<file path="src/rtl/sha2_pkg.sv">
`default_nettype none
// ============================================================================
// Module   : sha2_pkg
// Brief    : SHA-224/256 constants, round helper functions and shared types
// Revision : 1.0
// ============================================================================
package sha2_pkg;

  typedef logic [31:0] word_t;

  // Index 0 is the most significant word, so a 512-bit block maps straight in as W0..W15.
  typedef logic [0:15][31:0] sched_t;

  typedef struct packed {
    word_t a;
    word_t b;
    word_t c;
    word_t d;
    word_t e;
    word_t f;
    word_t g;
    word_t h;
  } work_t;

  typedef enum logic [1:0] {
    ST_IDLE  = 2'd0,
    ST_ROUND = 2'd1,
    ST_FINAL = 2'd2,
    ST_HOLD  = 2'd3
  } state_t;

  localparam word_t c_k [64] = '{
    32'h428a2f98, 32'h71374491, 32'hb5c0fbcf, 32'he9b5dba5,
    32'h3956c25b, 32'h59f111f1, 32'h923f82a4, 32'hab1c5ed5,
    32'hd807aa98, 32'h12835b01, 32'h243185be, 32'h550c7dc3,
    32'h72be5d74, 32'h80deb1fe, 32'h9bdc06a7, 32'hc19bf174,
    32'he49b69c1, 32'hefbe4786, 32'h0fc19dc6, 32'h240ca1cc,
    32'h2de92c6f, 32'h4a7484aa, 32'h5cb0a9dc, 32'h76f988da,
    32'h983e5152, 32'ha831c66d, 32'hb00327c8, 32'hbf597fc7,
    32'hc6e00bf3, 32'hd5a79147, 32'h06ca6351, 32'h14292967,
    32'h27b70a85, 32'h2e1b2138, 32'h4d2c6dfc, 32'h53380d13,
    32'h650a7354, 32'h766a0abb, 32'h81c2c92e, 32'h92722c85,
    32'ha2bfe8a1, 32'ha81a664b, 32'hc24b8b70, 32'hc76c51a3,
    32'hd192e819, 32'hd6990624, 32'hf40e3585, 32'h106aa070,
    32'h19a4c116, 32'h1e376c08, 32'h2748774c, 32'h34b0bcb5,
    32'h391c0cb3, 32'h4ed8aa4a, 32'h5b9cca4f, 32'h682e6ff3,
    32'h748f82ee, 32'h78a5636f, 32'h84c87814, 32'h8cc70208,
    32'h90befffa, 32'ha4506ceb, 32'hbef9a3f7, 32'hc67178f2
  };

  localparam work_t c_iv256 = {
    32'h6a09e667, 32'hbb67ae85, 32'h3c6ef372, 32'ha54ff53a,
    32'h510e527f, 32'h9b05688c, 32'h1f83d9ab, 32'h5be0cd19
  };

  localparam work_t c_iv224 = {
    32'hc1059ed8, 32'h367cd507, 32'h3070dd17, 32'hf70e5939,
    32'hffc00b31, 32'h68581511, 32'h64f98fa7, 32'hbefa4fa4
  };

  function automatic word_t rotr(input word_t x, input int n);
    return (x >> n) | (x << (32 - n));
  endfunction

  function automatic word_t ch(input word_t e, input word_t f, input word_t g);
    return (e & f) ^ (~e & g);
  endfunction

  function automatic word_t maj(input word_t a, input word_t b, input word_t c);
    return (a & b) ^ (a & c) ^ (b & c);
  endfunction

  function automatic word_t big_sigma0(input word_t x);
    return rotr(x, 2) ^ rotr(x, 13) ^ rotr(x, 22);
  endfunction

  function automatic word_t big_sigma1(input word_t x);
    return rotr(x, 6) ^ rotr(x, 11) ^ rotr(x, 25);
  endfunction

  function automatic word_t small_sigma0(input word_t x);
    return rotr(x, 7) ^ rotr(x, 18) ^ (x >> 3);
  endfunction

  function automatic word_t small_sigma1(input word_t x);
    return rotr(x, 17) ^ rotr(x, 19) ^ (x >> 10);
  endfunction

  function automatic work_t add_work(input work_t x, input work_t y);
    work_t r;
    r.a = x.a + y.a;
    r.b = x.b + y.b;
    r.c = x.c + y.c;
    r.d = x.d + y.d;
    r.e = x.e + y.e;
    r.f = x.f + y.f;
    r.g = x.g + y.g;
    r.h = x.h + y.h;
    return r;
  endfunction

endpackage
`default_nettype wire

</file>
<file path="src/rtl/sha2_round.sv">
`default_nettype none
// ============================================================================
// Module   : sha2_round
// Brief    : one combinational SHA-2 compression round
// Revision : 1.0
// ============================================================================
module sha2_round
  import sha2_pkg::*;
(
  input  work_t i_state,
  input  word_t i_k,
  input  word_t i_w,
  output work_t o_state
);

  word_t w_t1;
  word_t w_t2;

  assign w_t1 = i_state.h + big_sigma1(i_state.e) + ch(i_state.e, i_state.f, i_state.g) + i_k + i_w;
  assign w_t2 = big_sigma0(i_state.a) + maj(i_state.a, i_state.b, i_state.c);

  assign o_state.a = w_t1 + w_t2;
  assign o_state.b = i_state.a;
  assign o_state.c = i_state.b;
  assign o_state.d = i_state.c;
  assign o_state.e = i_state.d + w_t1;
  assign o_state.f = i_state.e;
  assign o_state.g = i_state.f;
  assign o_state.h = i_state.g;

endmodule
`default_nettype wire

</file>
<file path="src/rtl/sha2_stream_core.sv">
`default_nettype none
// ============================================================================
// Module   : sha2_stream_core
// Brief    : iterative multi-block SHA-256/SHA-224 engine, R rounds per clock
// Revision : 1.0
// ============================================================================
module sha2_stream_core #(
  parameter int ROUNDS_PER_CYCLE = 1,
  parameter bit SUPPORT_224      = 1'b1
) (
  input  logic         clk,
  input  logic         rst_n,
  input  logic         in_valid,
  output logic         in_ready,
  input  logic [511:0] in_block,
  input  logic         in_first,
  input  logic         in_last,
  input  logic         mode_224,
  output logic         out_valid,
  input  logic         out_ready,
  output logic [255:0] digest,
  output logic         busy
);
  import sha2_pkg::*;

  localparam logic [5:0] c_step     = 6'(ROUNDS_PER_CYCLE);
  localparam logic [5:0] c_last_cnt = 6'(64 - ROUNDS_PER_CYCLE);

  generate
    if (!(ROUNDS_PER_CYCLE == 1 || ROUNDS_PER_CYCLE == 2 ||
          ROUNDS_PER_CYCLE == 4 || ROUNDS_PER_CYCLE == 8)) begin : g_bad_rounds
      $error("sha2_stream_core: ROUNDS_PER_CYCLE must be 1, 2, 4 or 8");
    end
  endgenerate

  state_t     r_state;
  work_t      r_work;
  work_t      r_h;
  sched_t     r_w;
  logic [5:0] r_cnt;
  logic       r_last;
  logic       r_mode_224;

  logic  w_mode_in;
  work_t w_iv;
  work_t w_round_out;
  work_t w_h_sum;

  assign w_mode_in = SUPPORT_224 && mode_224;
  assign w_iv      = w_mode_in ? c_iv224 : c_iv256;
  assign w_h_sum   = add_work(r_h, r_work);
  assign in_ready  = (r_state == ST_IDLE);
  assign busy      = (r_state != ST_IDLE);

  // Extends the schedule by R words, then drops the R words consumed this cycle.
  function automatic sched_t next_sched(input sched_t w);
    word_t  ext [16 + ROUNDS_PER_CYCLE];
    sched_t nxt;
    for (int i = 0; i < 16; i++) ext[i] = w[i];
    for (int i = 16; i < 16 + ROUNDS_PER_CYCLE; i++)
      ext[i] = small_sigma1(ext[i-2]) + ext[i-7] + small_sigma0(ext[i-15]) + ext[i-16];
    for (int i = 0; i < 16; i++) nxt[i] = ext[i + ROUNDS_PER_CYCLE];
    return nxt;
  endfunction

  generate
    for (genvar gi = 0; gi < ROUNDS_PER_CYCLE; gi++) begin : g_round
      work_t w_in;
      work_t w_out;
      word_t w_k;
      if (gi == 0) begin : g_head
        assign w_in = r_work;
      end else begin : g_link
        assign w_in = g_round[gi-1].w_out;
      end
      assign w_k = c_k[r_cnt + 6'(gi)];
      sha2_round u_round (
        .i_state (w_in),
        .i_k     (w_k),
        .i_w     (r_w[gi]),
        .o_state (w_out)
      );
    end
  endgenerate

  assign w_round_out = g_round[ROUNDS_PER_CYCLE-1].w_out;

  always_ff @(posedge clk or negedge rst_n) begin
    if (!rst_n) begin
      r_state    <= ST_IDLE;
      r_work     <= '0;
      r_h        <= c_iv256;
      r_w        <= '0;
      r_cnt      <= '0;
      r_last     <= 1'b0;
      r_mode_224 <= 1'b0;
      digest     <= '0;
      out_valid  <= 1'b0;
    end else begin
      case (r_state)
        ST_IDLE: begin
          if (in_valid) begin
            r_w <= in_block;
            if (in_first) begin
              r_work     <= w_iv;
              r_h        <= w_iv;
              r_mode_224 <= w_mode_in;
            end else begin
              r_work <= r_h;
            end
            r_last  <= in_last;
            r_cnt   <= '0;
            r_state <= ST_ROUND;
          end
        end
        ST_ROUND: begin
          r_work <= w_round_out;
          r_w    <= next_sched(r_w);
          r_cnt  <= r_cnt + c_step;
          if (r_cnt == c_last_cnt) r_state <= ST_FINAL;
        end
        ST_FINAL: begin
          r_h <= w_h_sum;
          if (r_last) begin
            // SHA-224 publishes H0..H6 only; the low word is forced to zero.
            digest    <= r_mode_224 ? {w_h_sum[255:32], 32'h0} : w_h_sum;
            out_valid <= 1'b1;
            r_state   <= ST_HOLD;
          end else begin
            r_state <= ST_IDLE;
          end
        end
        ST_HOLD: begin
          if (out_ready) begin
            out_valid <= 1'b0;
            r_state   <= ST_IDLE;
          end
        end
        default: r_state <= ST_IDLE;
      endcase
    end
  end

endmodule
`default_nettype wire

</file>
<file path="config.mk">
export PLATFORM = sky130hd
export DESIGN_NAME = sha2_stream_core
export DESIGN_NICKNAME = d
export VERILOG_FILES = /design/src/rtl/sha2_pkg.sv /design/src/rtl/sha2_round.sv /design/src/rtl/sha2_stream_core.sv
export SDC_FILE = /design/constraint.sdc
export NUM_CORES = 2
export LEC_CHECK = 0
export CAP_MARGIN = 40
export CORE_MARGIN = 4
export CORE_UTILIZATION = 45
export CTS_CLUSTER_DIAMETER = 100
export DETAILED_ROUTE_END_ITERATION = 10
export PLACE_DENSITY = 0.66
export SYNTH_ARGS = -nofsm -noshare
export SYNTH_HDL_FRONTEND = slang
export SYNTH_SLANG_ARGS = --single-unit
</file>
<file path="constraint.sdc">
create_clock -name clk -period 11.65 [get_ports clk]
set_input_delay 2.9125 -clock clk [delete_from_list [all_inputs] [get_ports clk]]
set_output_delay 2.9125 -clock clk [all_outputs]
set_load 0.02 [all_outputs]
</file>
# Yosys cells after proc, flatten, opt, wreduce, memory -nomap -nowiden
# Memory sizes are Yosys's and may differ from the RTL's.
# Cells that the tools add are included.
dict set report word_totals {
  input_bits 519
  reg_bits 1291
  ram_bits 0
  mem_count 1
  rom_bits 2048
  latchBits 0
}
# memory depth width read_ports rd_ports_with_merged_regs write_ports line_no
set memory_table {}
lappend memory_table {{(no name shown)} 64 32 1 0 0 sha2_stream_core.sv:76} ;# assign w_k = c_k[r_cnt + 6'(gi)];
dict set report classes {
  n_div 0
  multipliers 0
  shift 0
  n_addsub 19
  n_bitwise 28
  n_mux 20
  n_eq_ne 8
  n_reduce_logical 12
  n_lt_le_gt_ge 1
}
# op n
set op_table {}
lappend op_table {{256-bit case mux with 2 select lines} 2}
lappend op_table {{512-bit case mux with 2 select lines} 1}
lappend op_table {{256-bit 2-to-1 mux} 3}
lappend op_table {{32-bit adder} 18}
lappend op_table {{512-bit 2-to-1 mux} 1}
lappend op_table {{32-bit bitwise XOR} 9}
lappend op_table {{32-bit AND} 5}
lappend op_table {{32-bit 2-to-1 mux} 3}
lappend op_table {{32-bit inverter} 1}
lappend op_table {{10-bit by 32-bit OR with 32-bit output} 1}
lappend op_table {{13-bit by 32-bit OR with 32-bit output} 1}
lappend op_table {{14-bit by 32-bit OR with 32-bit output} 1}
lappend op_table {{15-bit by 32-bit OR with 32-bit output} 1}
lappend op_table {{19-bit by 32-bit OR with 32-bit output} 1}
lappend op_table {{21-bit by 32-bit OR with 32-bit output} 1}
lappend op_table {{25-bit by 32-bit OR with 32-bit output} 1}
lappend op_table {{26-bit by 32-bit OR with 32-bit output} 1}
lappend op_table {{30-bit by 32-bit OR with 32-bit output} 1}
lappend op_table {{7-bit by 32-bit OR with 32-bit output} 1}
lappend op_table {{32-bit by 22-bit bitwise XOR with 32-bit output} 1}
lappend op_table {{32-bit by 29-bit bitwise XOR with 32-bit output} 1}
lappend op_table {{6-bit case mux with 2 select lines} 1}
lappend op_table {{3-bit AND reduction} 3}
lappend op_table {{2-bit 2-to-1 mux} 4}
lappend op_table {{other kinds (14)} 25}

# Longest topological paths before layout
dict set report logic_depth {
  word_depth 9
  ltp_mapped 38
  depth_no_buf 36
}

# By module
# A second synthesis with hierarchy kept.
dict set report hier_totals {
  hier_cells 10238
  area_unflattened_um2 85673.4
}
# mod seq_area_each_um2 area_per_inst_um2 cells_per_inst n_inst
set by_module_without_submodules {}
lappend by_module_without_submodules {sha2_stream_core 32476.1 74699.1 8921 1}
lappend by_module_without_submodules {sha2_round 0.0 10974.3 1317 1}

# Least setup slack after synthesis
# OpenSTA, ideal clock, no wires.
dict set report synth_path {
  path_type {flip-flop to flip-flop}
  startpoint {reg r_cnt[2]}
  endpoint {reg r_work (netlist bit g_round[0].w_in[255])}
  t_arrival_ns 7.340
  stages_incl_launch_ff 34
  path_slack_ns 4.216
  setup_time_ns 0.094
  n_path_buf 2
  synth_period_minus_slack_ns 7.434
  path_cell_list {dfrtp_1 -> clkinv_1 -> clkbuf_1 -> clkbuf_1 -> ha_1 -> nor2b_1 -> a21oi_1 -> a21oi_1 -> o21ai_0 -> fa_1 -> inv_1 -> ha_1 -> a21o_1 -> a21o_1 -> a21oi_1 -> o21ai_0 -> and2_1 -> or2_2 -> a21oi_1 -> o21bai_1 -> a221o_1 -> a21oi_1 -> xnor2_1 -> fa_1 -> ha_1 -> a21oi_1 -> nor2_1 -> a21oi_1 -> and2_1 -> o21ai_0 -> a21o_1 -> a221oi_1 -> xnor2_1 -> a211oi_1}
}
dict set report synth_via {
  elab_chain_len 8
}
# element line_no
set synth_rtl {}
lappend synth_rtl {{start, declared} sha2_stream_core.sv:40} ;# logic [5:0] r_cnt;
lappend synth_rtl {{start signal, assigned} sha2_stream_core.sv:119} ;# r_cnt <= r_cnt + c_step;
lappend synth_rtl {{6-bit inverter with 7-bit output (not written as such)} sha2_stream_core.sv:76}
lappend synth_rtl {{memory read 64 x 32 bit} -}
lappend synth_rtl {{32-bit 2-to-1 mux (not written as such) (2 in a row)} sha2_stream_core.sv:76}
lappend synth_rtl {{32-bit adder (2 in a row)} sha2_round.sv:19} ;# assign w_t1 = i_state.h + big_sigma1(i_state.e) + ch(i_state.e, i_state.f, i_state.g) + i_k + i_w;
lappend synth_rtl {{32-bit adder} sha2_round.sv:22} ;# assign o_state.a = w_t1 + w_t2;
lappend synth_rtl {{256-bit case mux with 2 select lines} sha2_stream_core.sv:100} ;# case (r_state)
lappend synth_rtl {{end signal, assigned} sha2_stream_core.sv:105} ;# r_work <= w_iv;
lappend synth_rtl {{end signal, assigned} sha2_stream_core.sv:109} ;# r_work <= r_h;
lappend synth_rtl {{end signal, assigned} sha2_stream_core.sv:117} ;# r_work <= w_round_out;
lappend synth_rtl {{end, declared} sha2_stream_core.sv:37} ;# work_t r_work;
# Every way passes these cells. The select of a mux whose other input is x is not followed.
# A chain may end at the register's enable or synchronous reset.

# Worst setup path in the final report
dict set report layout_path {
  startpoint {reg r_cnt[2]}
  endpoint {reg r_work (netlist bit g_round[0].w_in[250])}
}
# The elaborated chain is that of the path after synthesis.

==> run summary <==
===========================================================================
Status                                                         finished clean
Syn_nets                                                              10900
Final total negative setup slack                                       0 ps
Clock-pin slew on the worst setup and hold paths                      60 ps
Layout cell share with drive strength beyond 1                        6.41%
Buffers on Ports                                                        777
Worst Max-Slew Pin Slew                                             1480 ps
Io pins                                                                 778
DRC errors left                                                           0
Placeable Area                                                   183000 um2
Synthesized instance count                                             9830
Pre-CTS setup slack                                                 2940 ps
Total wire length after detailed routing                             352 mm
Die width                                                            437 um
Critical path data required time                                   12370 ps
Largest buffer count on any clock path                                    3
Final setup violating endpoints                                           0
Sequential-to-total area share from yosys stat                        39.2%
Worst-case clock skew                                               26.8 ps
Post-synth top flop                                                 dfrtp_1
Total routing resource utilization after global routing               35.9%
Async set or reset register ratio after synthesis                      100%
Leading cell types in the layout, fill and taps excluded       nand2_1, dfrtp_1, nor2_1
Avg WL per Cell                                                     27.5 um
Area growth from synthesis to final layout                            18.2%
Slowest cell on the critical path                                   nor2b_1
Detailed-route vias per instance                                       5.98
Number of hold violations in the final report                             0
Path type of the worst min-delay path                               reg2reg
Clock tree from TritonCTS                                              done
Total congestion overflow                                                 0
Final period utilization                                              76.9%
Die boundary height                                                  437 um
Via count                                                             76500
Setup bufs post-CTS                                                       0
Estimated wirelength of the detail-placed design                     266 mm
Kind of launch point of the worst setup path                           flop
Global-route wire length before repair                               511 mm
Standard-cell rows                                                      157
Origin of the worst min-delay path                               digest[65]
Post-synth cell types                                                   102
Post-synthesis instance area                                      82800 um2
Final critical-path setup slack                                     2690 ps
CTS Root Cell                                                     clkbuf_16
Total area of multi-input combinational cells                     46000 um2
Warning count from the yosys run                                          0
Number of synthesized flops with an enable pin                            0
Highest achievable clock rate                                       112 MHz
Final weighted congestion in routability-driven placement              1.00
Clock sink total                                                       1291
Minimum hold slack                                                   473 ps
Rel. slew slack                                                       1.10%
Remaining antenna violation count                                         0
Clock latency on the worst-skew pair                                 850 ps
Number of gates resized after cts                                         0
Most frequent cell on the critical path                             a21oi_1
Storage cell area                                                 32500 um2
Crit. Startpoint                                                   r_cnt[2]
Peak fanout along the critical path                                      37
Filler cell count in the final layout                                 17100
Area of the die                                                  191000 um2
Vias in the first global route                                        74400
Launch point of the worst reg-to-reg path                          r_cnt[2]
# nets final                                                          11300
Router iterations before antenna repair                                   6
Arrival time of data at the critical path endpoint                  9680 ps
Slowest cell delay on critical path                                  730 ps
Pin count of the biggest net entering global routing                    212
Setup crit end kind                                                    flop
Total clock buffers created by CTS                                      151
Mean post-synth cell area                                          8.42 um2
Cell family contributing the most delay on the critical path   compound AO/OA/AOI/OAI gates
WP buf/inv                                                                3
Iteration-0 DRC count of the detailed router                           8184
Post-layout min period                                              8960 ps
Critical path class                                                 reg2reg
Setup repair after global routing missed its margin                   false
Antenna violations before repair                                         40
Pins Over Slew Limit                                                      0
Maximum Capacitance Violations                                            0
Commonest non-fill, non-tap cell in the layout                      nand2_1
Seq cells post-synth                                                   1291
Number of hold-repair buffers added at the cts stage                      0
H-tree depth                                                              4
Initial core utilization                                              45.2%
===========================================================================
[final cells by class]
class | count | area share [%]
multi-input cells | 7370 | 47.0
flip-flops and latches | 1291 | 33.2
repair buffers | 914 | 9.39
clock buffers | 207 | 4.43
well taps | 2464 | 3.15
inverters | 458 | 1.76
clock inverters | 71 | 0.972
diodes | 20 | 0.0512
[cells by family after synthesis]
| family | count (synthesis) | share of synthesized area (%) |
|---|---|---|
| simple gates | 3188 | 15.9 |
| mux | 60 | 0.830 |
| flops | 1291 | 39.2 |
| compound gates | 2917 | 21.5 |
| xor+xnor | 591 | 6.26 |
| fa+ha+maj | 614 | 11.0 |
| buf+inv | 1169 | 5.31 |
[stage by stage]
| stage | cells | util [%] | cell area (um2) |
|---|---|---|---|
| after floorplan | 9830 | - | 82800 |
| after global placement | 12500 | 50.3 | 92200 |
| after detailed placement | 12500 | 50.5 | 92500 |
| after CTS | 12800 | 53.4 | 97800 |
| after global routing | 12800 | 53.4 | 97800 |
| final | 12800 | 53.4 | 97800 |
[sequential cells by signal (all words and copies together) (netlist names)]
signal / cells
out_valid: 1
digest: 256
r_mode_224: 1
r_w: 512
r_state: 2
r_last: 1
r_cnt: 6
g_round.w_in: 256
r_h: 256
[worst paths after layout]
check	cells past startpoint	end	slack [ps]
max	31	g_round[0].w_in[250]	2690
min	2	digest[65]	470
max reg2reg	31	g_round[0].w_in[250]	2690
min reg2reg	2	digest[65]	470
max in group asynchronous	3	r_w[307]	7480
min in group asynchronous	1	r_h[211]	2060
[tightest hold or removal path, stage by stage, from the launching register on]
cell	delay (ps)
dfrtp_1	340
nand2_1	40
o21ai_0	60
[layer usage]
metal	GRT usage, %	vias up	wire length [um]
met4	19.8	38	23400
met5	0	-	252
met2	56.4	3601	159000
li1	-	34600	-
met3	8.69	830	30700
met1	45.6	37400	139000
[cells in the mapped netlist (all sizes together), types with 54 or more instances]
cell type | number | area share, %
a211oi | 179 | 1.6
a21o | 194 | 1.8
a21oi | 807 | 4.9
a31oi | 543 | 4.1
and3 | 66 | 0.50
clkbuf | 666 | 3.0
dfrtp | 1155 | 35
dfstp | 136 | 4.3
fa | 197 | 4.8
ha | 395 | 6.0
inv | 455 | 2.1
nand2 | 1781 | 8.1
nand2b | 66 | 0.50
nand3 | 91 | 0.55
nor2 | 842 | 3.8
nor2b | 54 | 0.41
nor3 | 142 | 0.86
o21ai | 752 | 4.6
o31ai | 85 | 0.78
xnor2 | 355 | 3.8
xor2 | 236 | 2.5
Power is left out: the tool's default activity adds up to more than one toggle a clock period on the data nets, which glitch-free logic cannot reach.
